## src/rtl/dot_product_pkg.sv

```systemverilog
// Shared types and constants for the dot_product_4x4 datapath:
// FSM encodings, pipeline depth, product width and adder cells.
package dot_product_pkg;

  typedef enum logic [1:0] {
    ST_ACCUM = 2'd0,
    ST_DRAIN = 2'd1,
    ST_DONE  = 2'd2
  } state_e;

  localparam int PIPE_LAT = 2;
  localparam int PROD_W   = 8;

  typedef struct packed {
    logic [3:0] a;
    logic [3:0] b;
  } op_t;

  // {carry, sum}
  function automatic logic [1:0] fa(
    input logic x,
    input logic y,
    input logic z
  );
    return {(x & y) | (x & z) | (y & z), x ^ y ^ z};
  endfunction

  function automatic logic [1:0] ha(
    input logic x,
    input logic y
  );
    return {x & y, x ^ y};
  endfunction

endpackage

```

## src/rtl/dot_product_4x4_wallace.sv

```systemverilog
// Unsigned 4x4 Wallace-tree multiplier: two carry-save
// reduction levels followed by a final carry-propagate add.
module wallace_tree_4x4
  import dot_product_pkg::*;
(
  input  logic [3:0]        a_i,
  input  logic [3:0]        b_i,
  output logic [PROD_W-1:0] p_o
);

  logic [3:0][3:0] pp;
  logic [1:0] h1, f2, f3, f4, h5, f3b;
  logic [6:0] row_a;
  logic [6:0] row_b;
  logic [6:0] row_c;

  // pp[i][j] carries weight i+j
  always_comb begin
    for (int i = 0; i < 4; i++) begin
      pp[i] = a_i & {4{b_i[i]}};
    end
  end

  assign h1  = ha(pp[0][1], pp[1][0]);
  assign f2  = fa(pp[0][2], pp[1][1], pp[2][0]);
  assign f3  = fa(pp[0][3], pp[1][2], pp[2][1]);
  assign f4  = fa(pp[1][3], pp[2][2], pp[3][1]);
  assign h5  = ha(pp[2][3], pp[3][2]);
  assign f3b = fa(f3[0], pp[3][0], f2[1]);

  assign row_a = {pp[3][3], h5[0], f4[0], f3b[0],
                  f2[0], h1[0], pp[0][0]};
  assign row_b = {h5[1], f4[1], f3[1], 1'b0,
                  h1[1], 2'b00};
  assign row_c = {2'b00, f3b[1], 4'b0000};

  assign p_o = PROD_W'(row_a) + PROD_W'(row_b)
             + PROD_W'(row_c);

endmodule

```

## src/rtl/dot_product_4x4.sv

```systemverilog
// Streaming dot-product engine over wallace_tree_4x4 products.
// DOT_PRODUCT_SAT_EN: saturate the accumulator instead of wrapping.
module dot_product_4x4
  import dot_product_pkg::*;
#(
  parameter int VEC_LEN = 16,
  parameter int ACC_W   = 12
) (
  input  logic             clk,
  input  logic             rst_n,
  input  logic             clr,
  input  logic             in_valid,
  output logic             in_ready,
  input  logic [3:0]       A,
  input  logic [3:0]       B,
  output logic             out_valid,
  input  logic             out_ready,
  output logic [ACC_W-1:0] Sum,
  output logic             ovf
);

  localparam int CNT_W = (VEC_LEN > 1) ? $clog2(VEC_LEN) : 1;
  localparam int FL_W  = (PIPE_LAT > 1) ? $clog2(PIPE_LAT) : 1;
  localparam logic [CNT_W-1:0] CNT_LAST = CNT_W'(VEC_LEN - 1);
  localparam logic [FL_W-1:0]  FL_LAST  = FL_W'(PIPE_LAT - 1);

  state_e           state_q;
  logic [CNT_W-1:0] count_q;
  logic [FL_W-1:0]  flush_q;
  logic             in_ready_q;
  logic             out_valid_q;

  op_t              op_q;
  logic             op_vld_q;
  logic [PROD_W-1:0] prod_w;
  logic [PROD_W-1:0] prod_q;
  logic             prod_vld_q;

  logic [ACC_W-1:0] acc_q, acc_d;
  logic             ovf_q, ovf_d;
  logic [ACC_W:0]   add_w;
  logic             hs;

  assign hs = in_valid & in_ready_q;

  always_ff @(posedge clk or negedge rst_n) begin
    if (!rst_n) begin
      state_q     <= ST_ACCUM;
      count_q     <= '0;
      flush_q     <= '0;
      in_ready_q  <= 1'b1;
      out_valid_q <= 1'b0;
    end else if (clr) begin
      state_q     <= ST_ACCUM;
      count_q     <= '0;
      flush_q     <= '0;
      in_ready_q  <= 1'b1;
      out_valid_q <= 1'b0;
    end else begin
      unique case (state_q)
        ST_ACCUM: begin
          if (hs) begin
            if (count_q == CNT_LAST) begin
              count_q    <= '0;
              flush_q    <= '0;
              in_ready_q <= 1'b0;
              state_q    <= ST_DRAIN;
            end else begin
              count_q <= count_q + CNT_W'(1);
            end
          end
        end
        ST_DRAIN: begin
          if (flush_q == FL_LAST) begin
            flush_q     <= '0;
            out_valid_q <= 1'b1;
            state_q     <= ST_DONE;
          end else begin
            flush_q <= flush_q + FL_W'(1);
          end
        end
        ST_DONE: begin
          if (out_ready) begin
            out_valid_q <= 1'b0;
            in_ready_q  <= 1'b1;
            state_q     <= ST_ACCUM;
          end
        end
        default: begin
          state_q <= ST_ACCUM;
        end
      endcase
    end
  end

  wallace_tree_4x4 u_mul (
    .a_i (op_q.a),
    .b_i (op_q.b),
    .p_o (prod_w)
  );

  // The pipe is empty in DONE, so the result handshake never
  // collides with a product landing in the accumulator.
  always_comb begin
    add_w = {1'b0, acc_q} + (ACC_W + 1)'(prod_q);
    acc_d = acc_q;
    ovf_d = ovf_q;
    if (out_valid_q && out_ready) begin
      acc_d = '0;
      ovf_d = 1'b0;
    end else if (prod_vld_q) begin
      acc_d = add_w[ACC_W-1:0];
      if (add_w[ACC_W]) begin
        ovf_d = 1'b1;
`ifdef DOT_PRODUCT_SAT_EN
        acc_d = '1;
`endif
      end
    end
  end

  always_ff @(posedge clk or negedge rst_n) begin
    if (!rst_n) begin
      op_q       <= '0;
      op_vld_q   <= 1'b0;
      prod_q     <= '0;
      prod_vld_q <= 1'b0;
      acc_q      <= '0;
      ovf_q      <= 1'b0;
    end else if (clr) begin
      op_q       <= '0;
      op_vld_q   <= 1'b0;
      prod_q     <= '0;
      prod_vld_q <= 1'b0;
      acc_q      <= '0;
      ovf_q      <= 1'b0;
    end else begin
      op_vld_q   <= hs;
      prod_vld_q <= op_vld_q;
      if (hs) begin
        op_q <= '{a: A, b: B};
      end
      if (op_vld_q) begin
        prod_q <= prod_w;
      end
      acc_q <= acc_d;
      ovf_q <= ovf_d;
    end
  end

  assign in_ready  = in_ready_q;
  assign out_valid = out_valid_q;
  assign Sum       = acc_q;
  assign ovf       = ovf_q;

endmodule

```

## config.mk

```make
export PLATFORM = sky130hd
export DESIGN_NAME = dot_product_4x4
export DESIGN_NICKNAME = d
export VERILOG_FILES = /design/src/rtl/dot_product_pkg.sv /design/src/rtl/dot_product_4x4_wallace.sv /design/src/rtl/dot_product_4x4.sv
export SDC_FILE = /design/constraint.sdc
export NUM_CORES = 1
export LEC_CHECK = 0
export ABC_AREA = 1
export CORE_MARGIN = 2
export CORE_UTILIZATION = 30
export DETAILED_ROUTE_END_ITERATION = 10
export GPL_TIMING_DRIVEN = 0
export REMOVE_ABC_BUFFERS = 1
export SYNTH_ARGS = -nofsm -noshare
export SYNTH_HDL_FRONTEND = slang
export SYNTH_SLANG_ARGS = --single-unit
```

## constraint.sdc

```tcl
create_clock -name clk -period 5.8 [get_ports clk]
set_input_delay 0.87 -clock clk [delete_from_list [all_inputs] [get_ports clk]]
set_output_delay 0.87 -clock clk [all_outputs]
set_load 0.01 [all_outputs]
```

==> Yosys cells after proc, flatten, opt, wreduce, memory -nomap -nowiden <==
Index checks and enable logic that the tools add are counted.
{ "totals": {"in_bits": 13, "out_inout_bits": 15, "elab_cells": 112, "reg_bits": 40} }
{ "classes": {"reduce_logical": 16, "bitwise_logic": 37, "n_addsub": 5, "muxes": 35, "eq_ne": 7} }
{ "op_table": {"columns": ["op", "count"], "rows": [
  ["2-to-1 mux 12 bit", 3],
  ["2-to-1 mux 8 bit", 4],
  ["bitwise AND 4 bit", 4],
  ["2-to-1 mux 4 bit", 4],
  ["bitwise AND 1 bit", 15],
  ["2-to-1 mux 1 bit", 15],
  ["nonzero test 3 bit", 5],
  ["adder 12 x 8 -> 13 bit", 1],
  ["inequality test 3 bit, second input constant", 4],
  ["2-to-1 mux 2 bit", 5],
  ["bitwise XOR 1 bit", 10],
  ["adder 7 x 7 -> 8 bit", 1],
  ["adder 8 x 5 -> 8 bit", 1],
  ["bitwise OR 1 bit", 8],
  ["AND reduction 4 bit", 2],
  ["one-hot mux 1 bit (2 select lines)", 3],
  ["one-hot mux 2 bit (3 select lines)", 1],
  ["AND reduction 3 bit", 2],
  ["nonzero test 2 bit", 3],
  ["adder 4 x 1 -> 4 bit, second input constant", 1],
  ["== test 4 bit, second input constant", 1],
  ["AND reduction 2 bit", 2],
  ["== test 2 x 1 -> 1 bit, second input constant", 1],
  ["== test 2 bit, second input constant", 1],
  ["3 further kinds", 3]
]} }

==> Longest topological paths before layout <==
Gate-level depths: netlist (run 1).
{ "depth": {"depth_word": 10, "ltp_mapped": 14, "mapped_depth_nobuf": 14} }

==> Cells and area by module <==
A second synthesis (run 1) with hierarchy kept.
{ "unflattened": {"cells_unflattened": 304, "hier_area_um2": 2492.4} }
{ "modules_own_cells": {"columns": ["mod", "instances", "cells_per_inst", "area_per_inst_um2", "seq_area_each_um2"], "rows": [
  ["dot_product_4x4", 1, 242, 2087.0, 1002.2],
  ["wallace_tree_4x4", 1, 62, 405.4, 0.0]
]} }

==> Worst setup path before layout (run 1) <==
Ideal clock, no wire load.
{ "synth_timing": {"kind": "register -> register", "start": "register op_q[0] (netlist name)", "end": "register prod_q[7]", "arrival_time_ns": 2.525, "n_path_buf": 0, "slack_ns": 3.152, "period_less_slack_ns": 2.648, "t_required_ns": 5.677, "setup_ns": 0.123, "path_stages_with_launch": 12, "cell_sequence": "dfrtp_1 > nand2_1 > fa_1 > fa_1 > inv_1 > fa_1 > ha_1 > nand2_1 > nand2_1 > a21o_1 > o21ai_0 > nand2_1"} }
{ "synth_via": {"elab_chain_len": 10, "word_cells_on_any_way": 26, "classes_between": "add/sub (2); mux (2); bitwise (22)"} }
{ "synth_rtl": {"columns": ["element", "line", "text"], "rows": [
  ["start: declaration", "dot_product_4x4.sv:33", "op_t op_q;"],
  ["start signal: assignment", "dot_product_4x4.sv:141", "op_q <= '{a: A, b: B};"],
  ["bitwise AND 4 bit (*)", "dot_product_4x4_wallace.sv:20", "pp[i] = a_i & {4{b_i[i]}};"],
  ["branches (longest 6 deep; another with adder 7 x 7 -> 8 bit)", null, null],
  ["adder 8 x 5 -> 8 bit (*)", "dot_product_4x4_wallace.sv:38", "+ PROD_W'(row_c);"],
  ["2-to-1 mux 8 bit (*)", "dot_product_4x4.sv:143", "if (op_vld_q) begin"],
  ["2-to-1 mux 8 bit (*)", "dot_product_4x4.sv:130", "end else if (clr) begin"],
  ["end signal: assignment", "dot_product_4x4.sv:144", "prod_q <= prod_w;"],
  ["end: declaration", "dot_product_4x4.sv:36", "logic [PROD_W-1:0] prod_q;"]
]} }
Every way passes the cells marked *. The select of a mux whose other input is x is not followed.
A chain may end at the register's enable or synchronous reset.

==> Worst setup path in the final report (run 1) <==
{ "layout_timing": {"start": "register op_q[7] (netlist name)", "end": "register prod_q[7]"} }
{ "layout_via": {"elab_chain_len": 9, "word_cells_on_any_way": 28, "classes_between": "add/sub (2); mux (2); bitwise (24)"} }
{ "layout_rtl": {"columns": ["element", "line", "text"], "rows": [
  ["bitwise AND 4 bit", "dot_product_4x4_wallace.sv:20", null],
  ["bitwise XOR 1 bit (2 in series)", "dot_product_pkg.sv:25", "return {(x & y) | (x & z) | (y & z), x ^ y ^ z};"],
  ["bitwise XOR 1 bit / bitwise AND 1 bit (equally long branches)", "dot_product_pkg.sv:25", null],
  ["bitwise XOR 1 bit / bitwise OR 1 bit (equally long branches)", "dot_product_pkg.sv:25", null],
  ["adder 7 x 7 -> 8 bit / bitwise OR 1 bit (equally long branches)", "dot_product_4x4_wallace.sv:37, dot_product_pkg.sv:25", null],
  ["adder 8 x 5 -> 8 bit (*)", "dot_product_4x4_wallace.sv:38", null],
  ["2-to-1 mux 8 bit (*)", "dot_product_4x4.sv:143", null],
  ["2-to-1 mux 8 bit (*)", "dot_product_4x4.sv:130", null]
]} }
Every way passes the cells marked *; elsewhere a longest branch is shown, timed or not. The select of a mux whose other input is x is not followed.

==> results.cfg, run 1 <==
[layout]
stdcell_area_sq_um = 2958
finalNetCount = 359
fillCellCount = 792
drive_gt1_share_pct = 9.598
n_antenna_cell = 0
syn_to_final_growth_pct = 20.98

[worst_setup_path]
crit_top_cell = nand2_1
cp_slowest_cell = fa_1
endpoint_kind = flop
worstPathRequired_ps = 6030
critPathLaunchType = flop
crit_chain = nand2_1 > fa_1 > fa_1 > inv_1 > fa_1 > ha_1 > nand2_1 > nand2_1 > a21o_1 > a21oi_1 > o21ai_0 > nand2_1
cpPeakStageDelay_ps = 520
worst-path-max-fanout = 5
cp_data_arrival_time_ps = 3080
critical_path_class = reg -> reg

[timing]
finalCriticalPeriod_ps = 2844
finalSetupTns_ps = 0
finClkSkew_ps = 8.794
fin_hold_ws_ps = 402.8
finalHoldViolCount = 0
maxSlewViolCount = 0
max_freq_ghz = 0.3516
period_share_pct = 49.03
slew_headroom_pct = 66.01
worst_pin_slew_ps = 508.0
rsz0062_at_grt = false
setup_viol = 0

[clock_network]
cts.sinks = 40
numCtsBuffers = 5
cts-root-buf = clkbuf_8
postCtsSetupBuffers = 0
clk_pin_slew_ps = 80
clk_latency_ps = 300
htreeDepth = 2
cts_resized = 0
clock_path_buffers = 2
cts.hold.buffers_added = 0
cts_tree = yes

[yosys]
syn-instance-count = 288
yosys.area_share.simple_pct = 24.82
async_reset_ff_share_pct = 100.0
yosysSeqAreaShare_pct = 40.99
synthXorXnorAreaFrac_pct = 1.075
ys.flop_type = dfrtp_1
ys_warn_count = 0
synth_mux_area_share_pct = 0.4094
avgSynthCellArea_sq_um = 8.489
synth_area_sq_um = 2445
synth_top_family_by_area = simple AND/OR/NAND/NOR gates
ys_types = 31
synthAdderAreaFrac_pct = 14.12
synth_edf_count = 0
synth_compound_area_share_pct = 11.82
ys_ff_latch = 40

[floorplanning]
dieArea_sq_um = 8888
dieHeight_microns = 94.28
initial_core_util_pct = 31.31
core_sq_um = 7807
pin_count = 28
die_w_microns = 94.28
rows = 32

[detailed_routing]
wl_per_cell_microns = 11.04
ant_nets = 0
drtIter0Drc = 49
dr.pass1.iters = 4
drc = 0
dr_total_vias = 1887
viasPerCell = 4.440
routed_wl_mm = 4.691

[power]
cellPowerDensity_nw_per_um2 = 224.3
leakagePower_nw = 1.557
peakVddDrop_uv = 134.2

[job]
drv_cap = 0

[hold_path]
hp-class = in -> async

[outcome]
outcome = finished clean

[placement]
post_dp_cell_area_sq_um = 2846
gp_congestion = 0.7502
io_buffer_count = 27
dp_hpwl_mm = 3.729

[grt]
grtUsageTotal_pct = 12.05
grt_pass1_wl_mm = 8.480
grt_max_degree = 35
grt_pass1_vias = 1889
grt-ovfl-total = 0
antenna_found_initial = 0
state kept, by name (all words and copies together), names as in the netlist, 2 cells and up:
signal,count
op_q,8
Sum,12
prod_q,8
state_q,2
count_q,4
path summary, 6_finish.rpt:
| check | slack [ps] | from | endpoint | cells past startpoint |
|---|---|---|---|---|
| min in group clk | 480 | flush_q | flush_q | 2 |
| max | 2960 | op_q[7] | prod_q[7] | 12 |
| max in group asynchronous | 4900 | rst_n | in_ready | 2 |
| max reg2reg | 2960 | op_q[7] | prod_q[7] | 12 |
| min reg2reg | 480 | flush_q | flush_q | 2 |
| min | 400 | rst_n | Sum[4] | 1 |
power by group:
group	internal, mW	switching, mW	leakage, nW	total (mW)
logic	0.0471	0.0624	0.955	0.109
clock network	0.127	0.103	0.0541	0.230
registers	0.302	0.0217	0.548	0.324
synthesized netlist by cell type, types with 3 or more instances:
| library cell | n | area share, % |
|---|---|---|
| nor2_1 | 20 | 3.1 |
| a22o_1 | 12 | 4.3 |
| fa_1 | 6 | 4.9 |
| dfrtp_1 | 39 | 40 |
| ha_1 | 18 | 9.2 |
| o21ai_0 | 11 | 2.3 |
| a21oi_1 | 9 | 1.8 |
| nand2_1 | 83 | 13 |
| nor2_2 | 3 | 0.77 |
| inv_1 | 35 | 5.4 |
| xor2_1 | 3 | 1.1 |
| nand3_1 | 19 | 3.9 |
| inv_2 | 3 | 0.46 |
| nand2_2 | 3 | 0.77 |
kinds of logic (layout without fill, tap and decap cells):
| family | count (synthesis) | count (layout) |
|---|---|---|
| AO/OA/AOI/OAI | 43 | 43 |
| buffers and inverters | 40 | 75 |
| XOR/XNOR | 3 | 3 |
| adder cells (fa/ha/maj) | 24 | 24 |
| AND/OR/NAND/NOR | 137 | 137 |
| flip-flops | 40 | 40 |
| multiplexers | 1 | 1 |
critical path, delay by kind of cell (launching register included):
family	cells	cell delay [ps]
AOI/OAI and AO/OA	3	380
adders and majority gates	4	1590
buffers and inverters	1	90
DFF	1	430
and+or+nand+nor	4	300
area by class of cell:
cell class | count | area (sq um) | share of cell area (%)
Clock inverter | 3 | 42.54 | 1.438
Clock buffer | 5 | 68.82 | 2.327
Timing Repair Buffer | 28 | 285.3 | 9.645
Inverter | 39 | 153.9 | 5.203
Sequential cell | 40 | 1002 | 33.88
Multi-Input combinational cell | 208 | 1277 | 43.19
Tap cell | 102 | 127.6 | 4.315
metrics by stage:
stage | total power, mW | instances | setup slack [ps] | utilization, %
3_5_place_dp | 0.4410 | 417 | 2985 | 36.46
3_3_place_gp | 0.4378 | 416 | 2786 | 36.27
6_report | 0.6635 | 425 | 2956 | 37.88
5_1_grt | 0.7027 | 425 | 2771 | 37.88
2_1_floorplan | 0.3958 | 287 | 3152 | -
4_1_cts | 0.6752 | 425 | 2933 | 37.88
layout by cell type (no fill, tap or decap), types with 2 or more instances in the layout:
| cell type | Yosys | final |
|---|---|---|
| a21o_1 | 2 | 2 |
| a21oi_1 | 9 | 9 |
| a22o_1 | 12 | 12 |
| a32o_1 | 2 | 2 |
| clkbuf_8 | 0 | 5 |
| clkdlybuf4s50_1 | 0 | 26 |
| dfrtp_1 | 39 | 39 |
| fa_1 | 6 | 6 |
| ha_1 | 18 | 18 |
| inv_1 | 35 | 35 |
| inv_2 | 3 | 3 |
| nand2_1 | 83 | 83 |
| nand2_2 | 3 | 3 |
| nand2_4 | 2 | 2 |
| nand3_1 | 19 | 19 |
| nand3_2 | 2 | 2 |
| nor2_1 | 20 | 20 |
| nor2_2 | 3 | 3 |
| nor2_4 | 2 | 2 |
| o21ai_0 | 11 | 11 |
| o21ai_1 | 2 | 2 |
| o21ai_2 | 2 | 2 |
| xor2_1 | 3 | 3 |
routing by layer:
metal	share of wire (%)	wire, microns	vias to the layer above	track usage, %
li1	-	-	1009	-
met1	51	2397	845	15.86
met2	44	2053	27	19.29
met3	3.3	153	6	2.648
met4	1.9	87	0	4.710
met5	0	0	-	0
(Power assumes the default switching activity.)
==> inputs of run 2 (changes only) <==
Clock period 5.8 ns to 2.6 ns, I/O delays scaled along.
==> results.cfg, run 2 (same netlist as run 1, synthesis figures left out) <==
[timing]
maxSlewViolCount = 0
period_share_pct = 100.1
finalHoldViolCount = 0
finalCriticalPeriod_ps = 2603
final.setup.worst_slack_ps = -2.968
max_freq_ghz = 0.3842
finClkSkew_ps = 8.884
fin_hold_ws_ps = 462.9
finalSetupTns_ps = -2.968
slew_headroom_pct = 64.58
rsz0062_at_grt = true
setup_viol = 1
worst_pin_slew_ps = 529.4

[detailed_routing]
drtIter0Drc = 62
ant_nets = 0
wl_per_cell_microns = 11.23
viasPerCell = 4.477
dr_total_vias = 1943
drc = 0
routed_wl_mm = 4.875
dr.pass1.iters = 4

[power]
leakagePower_nw = 1.595
peakVddDrop_uv = 301.7
cellPowerDensity_nw_per_um2 = 490.5

[grt]
antenna_found_initial = 0
grtUsageTotal_pct = 12.44
grt_pass1_vias = 1930
grt_pass1_wl_mm = 8.694
grt_max_degree = 35
grt-ovfl-total = 0

[layout]
largest_register_ffs = 12
layout_common_cells = 80 x nand2_1, 39 x dfrtp_1, 33 x inv_1
syn_to_final_growth_pct = 25.49
final_cells = 434
fin_util_pct = 39.29
finalNetCount = 368
final_common_cell = nand2_1
n_antenna_cell = 0
drive_gt1_share_pct = 14.76

[worst_setup_path]
endpoint_kind = flop
cp_data_arrival_time_ps = 2840
worstPathRequired_ps = 2830
critical_path_class = reg -> reg
worst-path-max-fanout = 2
critPathLaunchType = flop
r2r_slack_ps = -3

[job]
drv_cap = 0

[floorplanning]
die_w_microns = 94.28
pin_count = 28
initial_core_util_pct = 31.31
dieHeight_microns = 94.28
rows = 32
core_sq_um = 7807
dieArea_sq_um = 8888

[clock_network]
clk_latency_ps = 300
cts_tree = yes
cts-root-buf = clkbuf_8
numCtsBuffers = 5
clk_pin_slew_ps = 80
cts.sinks = 40
clock_path_buffers = 2
htreeDepth = 2

[outcome]
violations = setup timing
outcome = finished, violations left

[placement]
io_buffer_count = 27
gp_congestion = 0.7502
dpl.cell_count = 417
dp_hpwl_mm = 3.729
place_ws_ps = -215.3

[hold_path]
hp-class = in -> async
## run 2: changes by cell type in the layout (fill, tap and decap cells not counted)
cell | previous run | this run
buf_4 | 0 | 8
dlygate4sd3_1 | 0 | 1
fa_1 | 6 | 3
fa_2 | 0 | 3
ha_1 | 18 | 16
ha_4 | 0 | 2
inv_1 | 35 | 33
inv_2 | 3 | 5
nand2_1 | 83 | 80
nand2_2 | 3 | 6
o21ai_0 | 11 | 10
o21ai_1 | 2 | 3
## run 2: power breakdown
group / switching, mW / internal (mW) / leakage, nW
Clock: 0.228 / 0.284 / 0.0541
Sequential: 0.0414 / 0.674 / 0.548
Combinational: 0.154 / 0.123 / 0.993
Total: 0.423 / 1.08 / 1.59
## run 2: final cells by class
| cell class | count | area [sq um] |
|---|---|---|
| well taps | 102 | 127.6 |
| multi-input cells | 208 | 1318 |
| flip-flops and latches | 40 | 1002 |
| repair buffers | 37 | 355.3 |
| clock buffers | 5 | 68.82 |
| fillers | 780 | 4740 |
| inverters | 39 | 153.9 |
| clock inverters | 3 | 42.54 |
## run 2: timing repair
action	CTS	global route
pin swaps	6	0
buffers inserted	8	0
endpoints found under the setup margin	2	1
endpoints found under the hold margin	6	0
hold buffers	1	0
gates resized for setup	10	2
## run 2: final timing paths
path	startpoint	cells past startpoint	to
max reg2reg	op_q[5]	12	prod_q[7]
min in group clk	flush_q	2	flush_q
max	op_q[5]	12	prod_q[7]
min	rst_n	2	Sum[4]
max in group asynchronous	rst_n	3	in_ready
min reg2reg	flush_q	2	flush_q
## run 2: worst max-delay path, stage by stage (launching register included)
cell and delay, ps:
dfrtp_1 380, nand2_2 70, fa_1 500, fa_2 350, inv_2 60, fa_2 450, ha_4 180, nand2_2 60
nand2_1 50, a21o_1 160, a21oi_1 140, o21ai_1 80, nand2_1 50
## run 2: routing by layer
metal	track usage, %	wire length [microns]
met4	4.710	88
met5	0	0
met1	16.06	2415
met3	2.648	165
met2	20.42	2205
## run 2: per-stage QoR
stage,power (mW),cell area [sq um]
2_1_floorplan,0.8830,2434
3_3_place_gp,0.9766,2831
3_5_place_dp,0.9837,2846
4_1_cts,1.529,3063
5_1_grt,1.595,3068
6_report,1.505,3068
